<file path="src/rtl/multicycle_controller.sv">
// Control FSM for a multi-cycle RV32I core: decodes IR fields and sequences the
// shared memory/ALU datapath through FETCH, DECODE and per-class execute states.
module multicycle_controller (
    input  logic       clk,
    input  logic       rst,
    input  logic [6:0] opcode,
    input  logic [2:0] func3,
    input  logic [6:0] func7,
    input  logic       zero,
    output logic       PCWrite,
    output logic       AdrSrc,
    output logic       IRWrite,
    output logic       MemWrite,
    output logic       RegWrite,
    output logic [1:0] ResultSrc,
    output logic [1:0] ALUSrcA,
    output logic [1:0] ALUSrcB,
    output logic [2:0] ALUControl,
    output logic [2:0] ImmSrc,
    output logic       instr_done,
    output logic       illegal
);

    typedef enum logic [3:0] {
        S_FETCH    = 4'd0,
        S_DECODE   = 4'd1,
        S_MEMADR   = 4'd2,
        S_MEMREAD  = 4'd3,
        S_MEMWB    = 4'd4,
        S_MEMWRITE = 4'd5,
        S_EXECR    = 4'd6,
        S_EXECI    = 4'd7,
        S_ALUWB    = 4'd8,
        S_BRANCH   = 4'd9,
        S_JAL      = 4'd10,
        S_JALR     = 4'd11,
        S_JALR2    = 4'd12,
        S_LUI      = 4'd13
    } state_t;

    localparam logic [6:0] OP_LW   = 7'b0000011;
    localparam logic [6:0] OP_SW   = 7'b0100011;
    localparam logic [6:0] OP_R    = 7'b0110011;
    localparam logic [6:0] OP_I    = 7'b0010011;
    localparam logic [6:0] OP_BR   = 7'b1100011;
    localparam logic [6:0] OP_JAL  = 7'b1101111;
    localparam logic [6:0] OP_JALR = 7'b1100111;
    localparam logic [6:0] OP_LUI  = 7'b0110111;

    localparam logic [2:0] ALU_ADD = 3'b000;
    localparam logic [2:0] ALU_SUB = 3'b001;
    localparam logic [2:0] ALU_AND = 3'b010;
    localparam logic [2:0] ALU_OR  = 3'b011;
    localparam logic [2:0] ALU_XOR = 3'b100;
    localparam logic [2:0] ALU_SLT = 3'b101;

    localparam logic [2:0] IMM_I = 3'b000;
    localparam logic [2:0] IMM_S = 3'b001;
    localparam logic [2:0] IMM_B = 3'b010;
    localparam logic [2:0] IMM_U = 3'b100;

    state_t state_q, state_d;
    logic   legal;

    function automatic logic alu_f3_ok(input logic [2:0] f3);
        return (f3 == 3'b000) || (f3 == 3'b010) || (f3 == 3'b100) ||
               (f3 == 3'b110) || (f3 == 3'b111);
    endfunction

    // sub is only selected for R-type; immediates pass use_f7=0 so addi stays add.
    function automatic logic [2:0] alu_dec(input logic [2:0] f3, input logic f7_5,
                                           input logic use_f7);
        logic [2:0] ctl;
        ctl = ALU_ADD;
        case (f3)
            3'b000:  ctl = (use_f7 && f7_5) ? ALU_SUB : ALU_ADD;
            3'b010:  ctl = ALU_SLT;
            3'b100:  ctl = ALU_XOR;
            3'b110:  ctl = ALU_OR;
            3'b111:  ctl = ALU_AND;
            default: ctl = ALU_ADD;
        endcase
        return ctl;
    endfunction

    always_comb begin
        legal = 1'b0;
        case (opcode)
            OP_LW, OP_SW: legal = (func3 == 3'b010);
            OP_R, OP_I:   legal = alu_f3_ok(func3);
            OP_BR:        legal = (func3 == 3'b000) || (func3 == 3'b001) ||
                                  (func3 == 3'b100) || (func3 == 3'b101);
            OP_JALR:      legal = (func3 == 3'b000);
            OP_JAL, OP_LUI: legal = 1'b1;
            default:      legal = 1'b0;
        endcase
    end

    always_comb begin
        state_d = S_FETCH;
        case (state_q)
            S_FETCH:  state_d = S_DECODE;
            S_DECODE: begin
                if (legal) begin
                    case (opcode)
                        OP_LW, OP_SW: state_d = S_MEMADR;
                        OP_R:         state_d = S_EXECR;
                        OP_I:         state_d = S_EXECI;
                        OP_BR:        state_d = S_BRANCH;
                        OP_JAL:       state_d = S_JAL;
                        OP_JALR:      state_d = S_JALR;
                        OP_LUI:       state_d = S_LUI;
                        default:      state_d = S_FETCH;
                    endcase
                end
            end
            S_MEMADR:  state_d = (opcode == OP_SW) ? S_MEMWRITE : S_MEMREAD;
            S_MEMREAD: state_d = S_MEMWB;
            S_EXECR:   state_d = S_ALUWB;
            S_EXECI:   state_d = S_ALUWB;
            S_JAL:     state_d = S_ALUWB;
            S_JALR:    state_d = S_JALR2;
            S_JALR2:   state_d = S_ALUWB;
            default:   state_d = S_FETCH;
        endcase
    end

    always_ff @(posedge clk) begin
        if (rst) state_q <= S_FETCH;
        else     state_q <= state_d;
    end

    // Outputs decode straight from the state register; rst masks them in the same cycle.
    always_comb begin
        PCWrite    = 1'b0;
        AdrSrc     = 1'b0;
        IRWrite    = 1'b0;
        MemWrite   = 1'b0;
        RegWrite   = 1'b0;
        ResultSrc  = 2'b00;
        ALUSrcA    = 2'b00;
        ALUSrcB    = 2'b00;
        ALUControl = ALU_ADD;
        ImmSrc     = IMM_I;
        instr_done = 1'b0;
        illegal    = 1'b0;
        if (!rst) begin
            case (state_q)
                S_FETCH: begin
                    IRWrite   = 1'b1;
                    ALUSrcB   = 2'b10;
                    ResultSrc = 2'b10;
                    PCWrite   = 1'b1;
                end
                S_DECODE: begin
                    ALUSrcA = 2'b01;
                    ALUSrcB = 2'b01;
                    ImmSrc  = IMM_B;
                    if (!legal) begin
                        illegal    = 1'b1;
                        instr_done = 1'b1;
                    end
                end
                S_MEMADR: begin
                    ALUSrcA = 2'b10;
                    ALUSrcB = 2'b01;
                    ImmSrc  = (opcode == OP_SW) ? IMM_S : IMM_I;
                end
                S_MEMREAD: AdrSrc = 1'b1;
                S_MEMWB: begin
                    ResultSrc  = 2'b01;
                    RegWrite   = 1'b1;
                    instr_done = 1'b1;
                end
                S_MEMWRITE: begin
                    AdrSrc     = 1'b1;
                    MemWrite   = 1'b1;
                    instr_done = 1'b1;
                end
                S_EXECR: begin
                    ALUSrcA    = 2'b10;
                    ALUControl = alu_dec(func3, func7[5], 1'b1);
                end
                S_EXECI: begin
                    ALUSrcA    = 2'b10;
                    ALUSrcB    = 2'b01;
                    ALUControl = alu_dec(func3, func7[5], 1'b0);
                end
                S_ALUWB: begin
                    RegWrite   = 1'b1;
                    instr_done = 1'b1;
                end
                S_BRANCH: begin
                    ALUSrcA    = 2'b10;
                    instr_done = 1'b1;
                    case (func3)
                        3'b000: begin ALUControl = ALU_SUB; PCWrite = zero;  end
                        3'b001: begin ALUControl = ALU_SUB; PCWrite = !zero; end
                        3'b100: begin ALUControl = ALU_SLT; PCWrite = !zero; end
                        3'b101: begin ALUControl = ALU_SLT; PCWrite = zero;  end
                        default: PCWrite = 1'b0;
                    endcase
                end
                S_JAL, S_JALR2: begin
                    ALUSrcA = 2'b01;
                    ALUSrcB = 2'b10;
                    PCWrite = 1'b1;
                end
                S_JALR: begin
                    ALUSrcA = 2'b10;
                    ALUSrcB = 2'b01;
                end
                S_LUI: begin
                    ImmSrc     = IMM_U;
                    ResultSrc  = 2'b11;
                    RegWrite   = 1'b1;
                    instr_done = 1'b1;
                end
                default: ;
            endcase
        end
    end

endmodule
</file>
<file path="config.mk">
export PLATFORM = sky130hd
export DESIGN_NAME = multicycle_controller
export DESIGN_NICKNAME = d
export VERILOG_FILES = /design/src/rtl/multicycle_controller.sv
export SDC_FILE = /design/constraint.sdc
export NUM_CORES = 1
export LEC_CHECK = 0
export CAP_MARGIN = 25
export CELL_PAD_IN_SITES_DETAIL_PLACEMENT = 1
export CELL_PAD_IN_SITES_GLOBAL_PLACEMENT = 2
export CORE_ASPECT_RATIO = 0.75
export CORE_MARGIN = 5
export CORE_UTILIZATION = 19
export DETAILED_ROUTE_END_ITERATION = 10
export PLACE_DENSITY = 0.84
export SLEW_MARGIN = 20
export SYNTH_ARGS = -nofsm -noshare
export SYNTH_HDL_FRONTEND = slang
export SYNTH_SLANG_ARGS = --single-unit
</file>
<file path="constraint.sdc">
create_clock -name clk -period 2.4 [get_ports clk]
set_input_delay 0.48 -clock clk [delete_from_list [all_inputs] [get_ports clk]]
set_output_delay 0.48 -clock clk [all_outputs]
set_load 0.005 [all_outputs]
</file>
==> PnR_summary.wiki <==
{| class="wikitable"
! Metric !! Value
|-
| Number of antenna diodes || 0
|-
| Routed wire length per instance || 15.6 microns
|-
| Total number of nets in the final design || 201
|-
| Net count of the mapped netlist || 137
|-
| Total setup violations reported at the end of the flow || 0
|-
| Total number of yosys warnings || 0
|-
| Gr usage total || 13.5%
|-
| Post-route fraction of the period consumed by the critical path || 97.9%
|-
| Result of the run || finished clean
|-
| Maximum number of pins on one net before global-route repair || 16
|-
| Critical path launch point type || primary input
|-
| Area delta synth->final || 99.0%
|-
| Share of the yosys chip area belonging to registers || 10.6%
|-
| Site Rows || 19
|-
| Remaining DRCs || 0
|-
| Die X-Extent || 82.8 microns
|-
| Final TNS setup || 0 ns
|-
| Htree depth || 1
|-
| Final standard cell area without fillers || 1500 sq um
|-
| Vias per inst || 4.88
|-
| Class of the most critical hold timing path || in2reg
|-
| Final worst path period need || 2.35 ns
|-
| Max IR drop VDD || 104 uV
|-
| Number of buffers inserted by port buffering || 32
|-
| Leakage power of the design || 0.655 nW
|-
| TritonCTS clock tree || built
|-
| Peak clock frequency supported by timing || 426 MHz
|-
| Total count of hold-check failures in the final report || 0
|-
| Antenna violations before repair || 0
|-
| Largest clock skew in the final design || 0.0000486 ns
|-
| Number of sinks driven by the clock tree || 4
|-
| Number of synthesized register bits || 4
|-
| CTS Buf Count || 3
|-
| Cells after synthesis || 117
|-
| HPWL after DPL || 2.64 mm
|-
| Power density over cell area || 236 nW/um^2
|-
| Count of boundary I/O pins || 39
|-
| Final Routed Wirelength || 3.60 mm
|-
| Synth unique cells || 36
|-
| Number of iterations in the first detailed-routing pass || 4
|-
| Total overflow reported by the global router || 0
|-
| Post-synthesis instance area || 754 sq um
|-
| Largest cells by area after synthesis || dfxtp_1, nor2_1, a21oi_1
|-
| Clock network latency to the later pin of the worst-skew pair || 0.22 ns
|-
| Global-route wire length before repair || 5.69 mm
|-
| Most frequent cells in the layout || buf_4, dlygate4sd2_1, nor2_1
|-
| Final core occ || 40.0%
|-
| Smallest setup slack after layout || 0.0507 ns
|-
| Setup repair after global routing missed its margin || true
|-
| # Max-Cap Violations || 0
|-
| Worst-path clk slew || 0.03 ns
|-
| Max-slew headroom at the worst pin || 79.0%
|-
| Initial cell density of the core || 20.1%
|-
| CTS max path bufs || 2
|-
| Leading cell type in the layout, fill and taps excluded || buf_4
|-
| Fraction of layout instances using a drive strength above 1 || 36.3%
|-
| Root Buffer Master || clkbuf_8
|-
| Number of hold buffers added after cts || 0
|-
| Cell taking the most area after synthesis || dfxtp_1
|-
| CP max FO || 3
|-
| Via total after detailed routing || 1128
|-
| Post-detailed-placement cell area || 1330 sq um
|-
| Number of flip-flops in the largest register || 4
|-
| Required time of the critical path || 1.92 ns
|-
| Core Footprint || 3760 sq um
|-
| Most flop-heavy register || state_q
|-
| Post-Place Setup Slack || -0.535 ns
|-
| Synth top area share || 10.6%
|-
| Worst-Margin Slew || 0.314 ns
|-
| Detail Route Antenna Nets || 0
|-
| Die Ht || 64.6 microns
|-
| Avg Synthesized Cell Area || 6.45 sq um
|-
| Final estimated routing congestion in global placement || 0.795
|-
| Largest registers ranked by flip-flop count || state_q: 4 flops
|-
| Number of global-route vias before repair || 1155
|-
| Worst Setup Path Type || in2out
|-
| Number of max-slew violations in the final report || 0
|-
| Fill cell total of the finished layout || 491
|-
| Crit end category || output pin
|-
| Data arrival time of the critical path || 1.87 ns
|-
| Total Die Area || 5340 sq um
|-
| Initial DRC Count || 57
|}
[logic make-up after synthesis]
logic type,share of synthesized area [%]
simple gates,56.0
buf+inv,6.97
flops,10.6
xor+xnor,5.81
compound gates,20.6
[routing by layer]
metal	wire [microns]	share of wire [%]	track usage, %	up-vias
met4	57	1.6	4.29	0
met2	1720	48	20.2	23
met1	1710	48	19.5	543
met3	106	2.9	2.35	5
met5	0	0	0	-
li1	-	-	-	557
[critical path: stages]
cell and delay (ns):
clkdlybuf4s15_1 0.21, nand3b_1 0.22, buf_4 0.15, buf_4 0.13, nor4_4 0.28, nor3_2 0.08, o21a_1 0.20, clkbuf_2 0.12
[report_power, final]
group,switching (W),internal [W]
combinational,0.0000663,0.0000746
clock,0.0000382,0.000107
sequential,0.000000608,0.0000671
[path summary, 6_finish.rpt]
check,startpoint,to,slack [ns],depth (start not counted)
worst max-delay path,opcode[3],instr_done,0.05,8
worst min-delay path,rst,state_q[0]$_SDFF_PP0_,0.67,2
worst max register to register,state_q[2]$_SDFF_PP0_,state_q[2]$_SDFF_PP0_,0.52,5
worst min register to register,state_q[0]$_SDFF_PP0_,state_q[0]$_SDFF_PP0_,0.72,2
[metrics by stage]
step | instances | hold WS (ns) | power (W)
floorplan | 117 | 0.629 | 0.000120
global placement | 220 | 0.674 | 0.000203
detailed placement | 220 | 0.687 | 0.000207
CTS | 229 | 0.667 | 0.000356
global route | 231 | 0.696 | 0.000373
finish | 231 | 0.672 | 0.000354
[Yosys cell counts, drive strengths merged]
library cell	instances
a2bb2oi	1
a21o	1
nor3	11
o22ai	1
dfxtp	4
nand3	1
nor4bb	1
a221o	1
xor2	2
and3b	2
a2111oi	1
nand4	4
and4bb	1
nand2b	5
o21a	1
nand2	6
buf	3
nor4b	5
clkbuf	8
xnor2	3
a21oi	11
and4b	1
o21ai	4
nor4	2
or3	1
inv	1
o32ai	1
o31ai	3
nand3b	4
or4	2
nor2b	6
nor3b	2
nor2	15
or2	2
[final cells by class]
type,count,area (sq um),share of cell area (%)
multi-input combinational,101,713,47.5
timing repair buffer,70,593,39.5
sequential,4,85.1,5.67
tap,52,65.1,4.33
clock buffer,3,41.3,2.75
inverter,1,3.75,0.250
[what timing repair did]
action | 4_1_cts | 5_1_grt
setup buffers | 6 | 2
resized for setup | 43 | 16
pin swaps | 8 | 4
endpoints found under the setup margin | 16 | 8
(Power assumes the default switching activity.)
